[config.mk]
export PLATFORM = sky130hd
export DESIGN_NAME = clk_div_prog
export DESIGN_NICKNAME = d
export VERILOG_FILES = /design/src/rtl/clk_div_prog.sv
export SDC_FILE = /design/constraint.sdc
export NUM_CORES = 1
export LEC_CHECK = 0
export ABC_AREA = 1
export BUFFER_PORTS_ARGS = -buffer_cell sky130_fd_sc_hd__buf_2
export CORE_AREA = 2 2 108 110
export DETAILED_ROUTE_END_ITERATION = 10
export DIE_AREA = 0 0 110 112
export GPL_TIMING_DRIVEN = 0
export HOLD_SLACK_MARGIN = 0.12
export PLACE_DENSITY = 0.7
export SLEW_MARGIN = 20
export SYNTH_ARGS = -nofsm -noshare
export SYNTH_HDL_FRONTEND = slang
export SYNTH_SLANG_ARGS = --single-unit
[constraint.sdc]
create_clock -name clk_in -period 2.4 [get_ports clk_in]
set_clock_uncertainty 0.2 [all_clocks]
set_input_delay 0.12 -clock clk_in [delete_from_list [all_inputs] [get_ports clk_in]]
set_output_delay 0.12 -clock clk_in [all_outputs]
set_load 0.02 [all_outputs]
[src/rtl/clk_div_prog.sv]
// clk_div_prog: runtime-programmable divider with a rise-aligned tick. Outputs are registered, and the one-slot config is applied at the HIGH->LOW edge or while disabled.
// Optional macro CLK_DIV_DUTY_EN makes the high-phase length independent of the low phase (cfg_high port).
module clk_div_prog #(
   parameter int WIDTH        = 25,
   parameter int DEFAULT_HALF = 25000000
) (
   input  logic             clk_in,
   input  logic             rst,
   input  logic             en,
   input  logic [WIDTH-1:0] cfg_half,
`ifdef CLK_DIV_DUTY_EN
   input  logic [WIDTH-1:0] cfg_high,
`endif
   input  logic             cfg_valid,
   output logic             cfg_ready,
   output logic             clk_out,
   output logic             tick,
   output logic [WIDTH-1:0] cur_half
);
   typedef enum logic {PH_LOW = 1'b0, PH_HIGH = 1'b1} phase_t;

   localparam logic [WIDTH-1:0] ONE = WIDTH'(1);
   localparam logic [WIDTH-1:0] DEF = WIDTH'(DEFAULT_HALF);

   phase_t           phase, phase_nxt;
   logic [WIDTH-1:0] cnt, cnt_nxt;
   logic [WIDTH-1:0] active_lo, pend_lo;
   logic [WIDTH-1:0] hi_len;
   logic             pend_full;
   logic             tick_q, tick_nxt;
   logic             apply, accept;

`ifdef CLK_DIV_DUTY_EN
   logic [WIDTH-1:0] active_hi, pend_hi;
   assign hi_len = active_hi;
`else
   assign hi_len = active_lo;
`endif

   assign accept = cfg_valid && !pend_full;

   // Next-state: phase sequencing; apply is only ever raised while something is pending
   always_comb begin
      phase_nxt = phase;
      cnt_nxt   = cnt;
      tick_nxt  = 1'b0;
      apply     = 1'b0;
      if (!en) begin
         phase_nxt = PH_LOW;
         cnt_nxt   = '0;
         apply     = pend_full;
      end else if (phase == PH_LOW) begin
         if (cnt == active_lo - ONE) begin
            phase_nxt = PH_HIGH;
            cnt_nxt   = '0;
            tick_nxt  = 1'b1;
         end else begin
            cnt_nxt = cnt + ONE;
         end
      end else begin
         if (cnt == hi_len - ONE) begin
            phase_nxt = PH_LOW;
            cnt_nxt   = '0;
            apply     = pend_full;
         end else begin
            cnt_nxt = cnt + ONE;
         end
      end
   end

   // State register; apply and accept are mutually exclusive through pend_full
   always_ff @(posedge clk_in) begin
      if (rst) begin
         phase     <= PH_LOW;
         cnt       <= '0;
         tick_q    <= 1'b0;
         active_lo <= DEF;
         pend_lo   <= DEF;
         pend_full <= 1'b0;
`ifdef CLK_DIV_DUTY_EN
         active_hi <= DEF;
         pend_hi   <= DEF;
`endif
      end else begin
         phase  <= phase_nxt;
         cnt    <= cnt_nxt;
         tick_q <= tick_nxt;
         if (apply) begin
            active_lo <= pend_lo;
`ifdef CLK_DIV_DUTY_EN
            active_hi <= pend_hi;
`endif
            pend_full <= 1'b0;
         end else if (accept) begin
            pend_lo   <= (cfg_half == '0) ? ONE : cfg_half;
`ifdef CLK_DIV_DUTY_EN
            pend_hi   <= (cfg_high == '0) ? ONE : cfg_high;
`endif
            pend_full <= 1'b1;
         end
      end
   end

   // Outputs are direct register taps: no combinational path from any input
   always_comb begin
      clk_out   = (phase == PH_HIGH);
      tick      = tick_q;
      cfg_ready = !pend_full;
      cur_half  = active_lo;
   end
endmodule

==> summary.md <==
| Metric | Value |
|---|---|
| Outcome | complete, but fails checks |
| Failing checks | setup timing |
| Setup WS post-layout | -0.150 ns |
| Warnings from Yosys | 0 |
| Count leader, synth | nand2_1 |
| Req. time, crit path | ~2.5 ns |
| Fin nets | 812 |
| Crit share post-route | 1.06 |
| CTS Buf Count | 9 |
| Synth Net Count | between 600 and 700 |
| Syn Inst Count | between 600 and 700 |
| Synth Flop Type | dfxtp_1 |
| Slew @ Worst Pin | between 0.6 and 0.7 ns |
| Routability cong. | 0.898 |
| Startpoint Class | flip-flop |
| Clock Latency Late Sink | between 0.3 and 0.4 ns |
| Root buffer cell | clkbuf_16 |
| PwrDens | ~550 nW/um^2 |
| Critical hold path startpoint | pend_lo[5] |
| Slowest cell delay on critical path | ~0.35 ns |
| Area share of the largest cell type after synthesis | 0.354 |
| H-tree depth | 3 |
| DRC | 0 |
| Largest net degree at the start of global routing | 15 |
| Sw power | between 900 and 1000 uW |
| Critical path's top delay family | simple AND/OR/NAND/NOR gates |
| Number of DRC markers in iteration 0 | 170 |
| Drt wl/cell | between 10 and 15 um |
| Final hold vios | 0 |
| Row count | 39 |
| WL final | 12.3 mm |
| Detail Route Antenna Nets | 0 |
| CP Capture Type | flip-flop |
| Via-per-instance ratio | roughly 5 |
| Worst R2R Start | cur_half[0] |
| Diodes inserted | 0 |
| Die Ht | approximately 110 um |
| Clock sinks | slightly below 80 |
| Max IR drop VDD | about 0.36 mV |
| PortBufs | 56 |
| Internal | approximately 2400 uW |
| First-pass GRT wire length | just over 20 mm |
| Die W | 110 um |
| Rel. slew slack | 0.589 |
| Drt pass-1 iters | 4 |
| Fmax | roughly 400 MHz |
| Maxcap violations | 0 |
| Share of layout cells above drive strength 1 | 0.267 |
| Leak pwr | around 0.0027 uW |
| CP Max Fanout | 7 |
| Worst hold path class | reg2reg |
| Clock Path Buffers | 2 |
| Via count | 4512 |
| Critical Path, Cell by Cell | inv_4, ha_4, nand3_4, nor2_4, nand2_2, xor2_1, nor2_1, nand4_1, nor2_4, nand3_4, nand2_8, buf_8, clkbuf_16, nand3_2, nand3_1 |
| Avg Inst Size Synth | 6.64 um^2 |
| Mapped cell area | around 4400 um^2 |
| Most instantiated cells after synthesis | 191 x nand2_1, 80 x nor2_1, 78 x dfxtp_1 |
| Hpwl dp | approximately 8.4 mm |
| Final setup violation count | 49 |
| Net Sw Frac | 0.296 |
| Gate power share | 0.183 |
| Initial core utilization | 0.394 |
| Reg clk slew, reported paths | around 0.060 ns |
| Total die area | 12300 um^2 |
| Vias in the first global route | around 4400 |
| Seq/Total Area, Yosys | 0.354 |
| Sequential power share | 0.428 |
| Slowest CP cell | dfxtp_4 |
| Clk network pwr share | 0.390 |
| Core area | approximately 11000 um^2 |
| Filler instances | between 1000 and 1500 |
| TritonCTS clock tree | built |
| Area grow syn2layout | 39.2% |
| Layout Utilization | 0.549 |
| TNS Setup | -4.23 ns |
| Setup CP Type | reg2reg |
| Critical path data arrival time | 2.63 ns |
| Synth area leaders | dfxtp_1 35%, nand2_1 16%, nand3_1 7.7% |
| Initial antenna violation count | 0 |
| Cell accounting for the most synthesized area | dfxtp_1 |
| # IOs | 57 |
| Buf+Inv Stages, Crit Path | 3 |
| Total track usage | 0.207 |
| Synthesized flop and latch total | between 70 and 80 |
| Gr ovfl total | 0 |
| Final Max Slew Viols | 0 |
| EDFF count, synth | 0 |
| Fin crit period | roughly 2.6 ns |
| Netlist cell types | 36 |
| Share of async-settable or async-resettable flops after synthesis | 0 |
| Crit path launch | cur_half[0] |
| RSZ-0062 raised after global routing | true |
flip-flops by register name, indices dropped and copies added (netlist names):
signal and count:
cnt 25, tick 1, cur_half 25, pend_full 1, pend_lo 25, clk_out 1
final cells by class:
cell class              instances  area [um^2]  share of cell area
flip-flops and latches         78         1580               0.257
plain buffers                  25          184              0.0300
multi-input cells             484         2750               0.447
clock inverters                 6         43.8             0.00714
inverters                      76          293              0.0477
well taps                     143          179              0.0292
repair buffers                107          872               0.142
clock buffers                  10          239              0.0390
final timing paths:
kind / to / slack, ns / depth (start not counted)
max: cur_half[14] / -0.15 / 15
min: pend_lo[5] / 0.27 / 2
max reg2reg: cur_half[14] / -0.15 / 15
min reg2reg: pend_lo[5] / 0.27 / 2
placed cells by master (no fill, tap or decap), drive strengths merged:
| cell type | n |
|---|---|
| dlygate4sd3 | 32 |
| o21bai | 1 |
| o31ai | 2 |
| o221ai | 1 |
| buf | 84 |
| xor2 | 19 |
| clkinvlp | 1 |
| nor2 | 90 |
| dfxtp | 78 |
| ha | 2 |
| a31oi | 1 |
| nor3b | 3 |
| and2 | 1 |
| nand3b | 3 |
| a21oi | 30 |
| xnor2 | 15 |
| and3 | 3 |
| nand3 | 79 |
| nor3 | 13 |
| clkinv | 3 |
| o21ai | 6 |
| nor4 | 8 |
| nand2 | 195 |
| o211a | 1 |
| nand4 | 11 |
| clkbuf | 26 |
| inv | 78 |
power groups by stage:
stage | logic, uW | registers [uW] | clock network [uW]
2_1_floorplan | 302 | 1460 | 0
3_3_place_gp | 453 | 1450 | 0
3_5_place_dp | 456 | 1450 | 0
4_1_cts | 566 | 1430 | 1320
5_1_grt | 677 | 1440 | 1370
6_report | 611 | 1430 | 1300
through the flow:
stage	hold slack (ns)	setup WS, ns	power [uW]	std cells	cell area [um^2]
final	0.267	-0.150	3350	929	6130
after detailed placement	0.134	-0.350	1910	863	4870
after floorplan	-0.0109	0.0191	1760	664	4410
after global routing	0.293	-0.307	3490	929	6130
after CTS	0.267	-0.145	3310	926	5830
after global placement	0.133	-0.313	1900	863	4870
worst register-to-register path, delay by kind of cell, from the launching register on:
| family | cells | cell delay (ns) |
|---|---|---|
| xor+xnor | 1 | 0.15 |
| fa+ha+maj | 1 | 0.15 |
| buf+inv | 3 | 0.38 |
| flops | 1 | 0.35 |
| simple gates | 10 | 1.25 |
kinds of logic after synthesis:
logic type | after synthesis | synth area share
simple gates | 405 | 0.418
fa+ha+maj | 2 | 0.00568
compound gates | 42 | 0.0517
flops | 78 | 0.354
xor+xnor | 34 | 0.0676
buf+inv | 103 | 0.102
routing by layer:
layer / vias to the layer above / GRT usage / wire length, um
li1: 2346 / - / -
met1: 2058 / 0.245 / 5170
met2: 86 / 0.362 / 6420
met3: 22 / 0.0281 / 341
met4: 0 / 0.0996 / 329
met5: - / 0 / 0
what timing repair did:
| action | 4_1_cts | 5_1_grt |
|---|---|---|
| setup buffers | 10 | 2 |
| resized for setup | 54 | 63 |
| cloned | 6 | 2 |
| endpoints found under the hold margin | 30 | 0 |
| setup endpoints to repair | 53 | 54 |
| pin swaps | 16 | 14 |
| hold buffers | 32 | 0 |
Power figures use the tool's default switching activity.
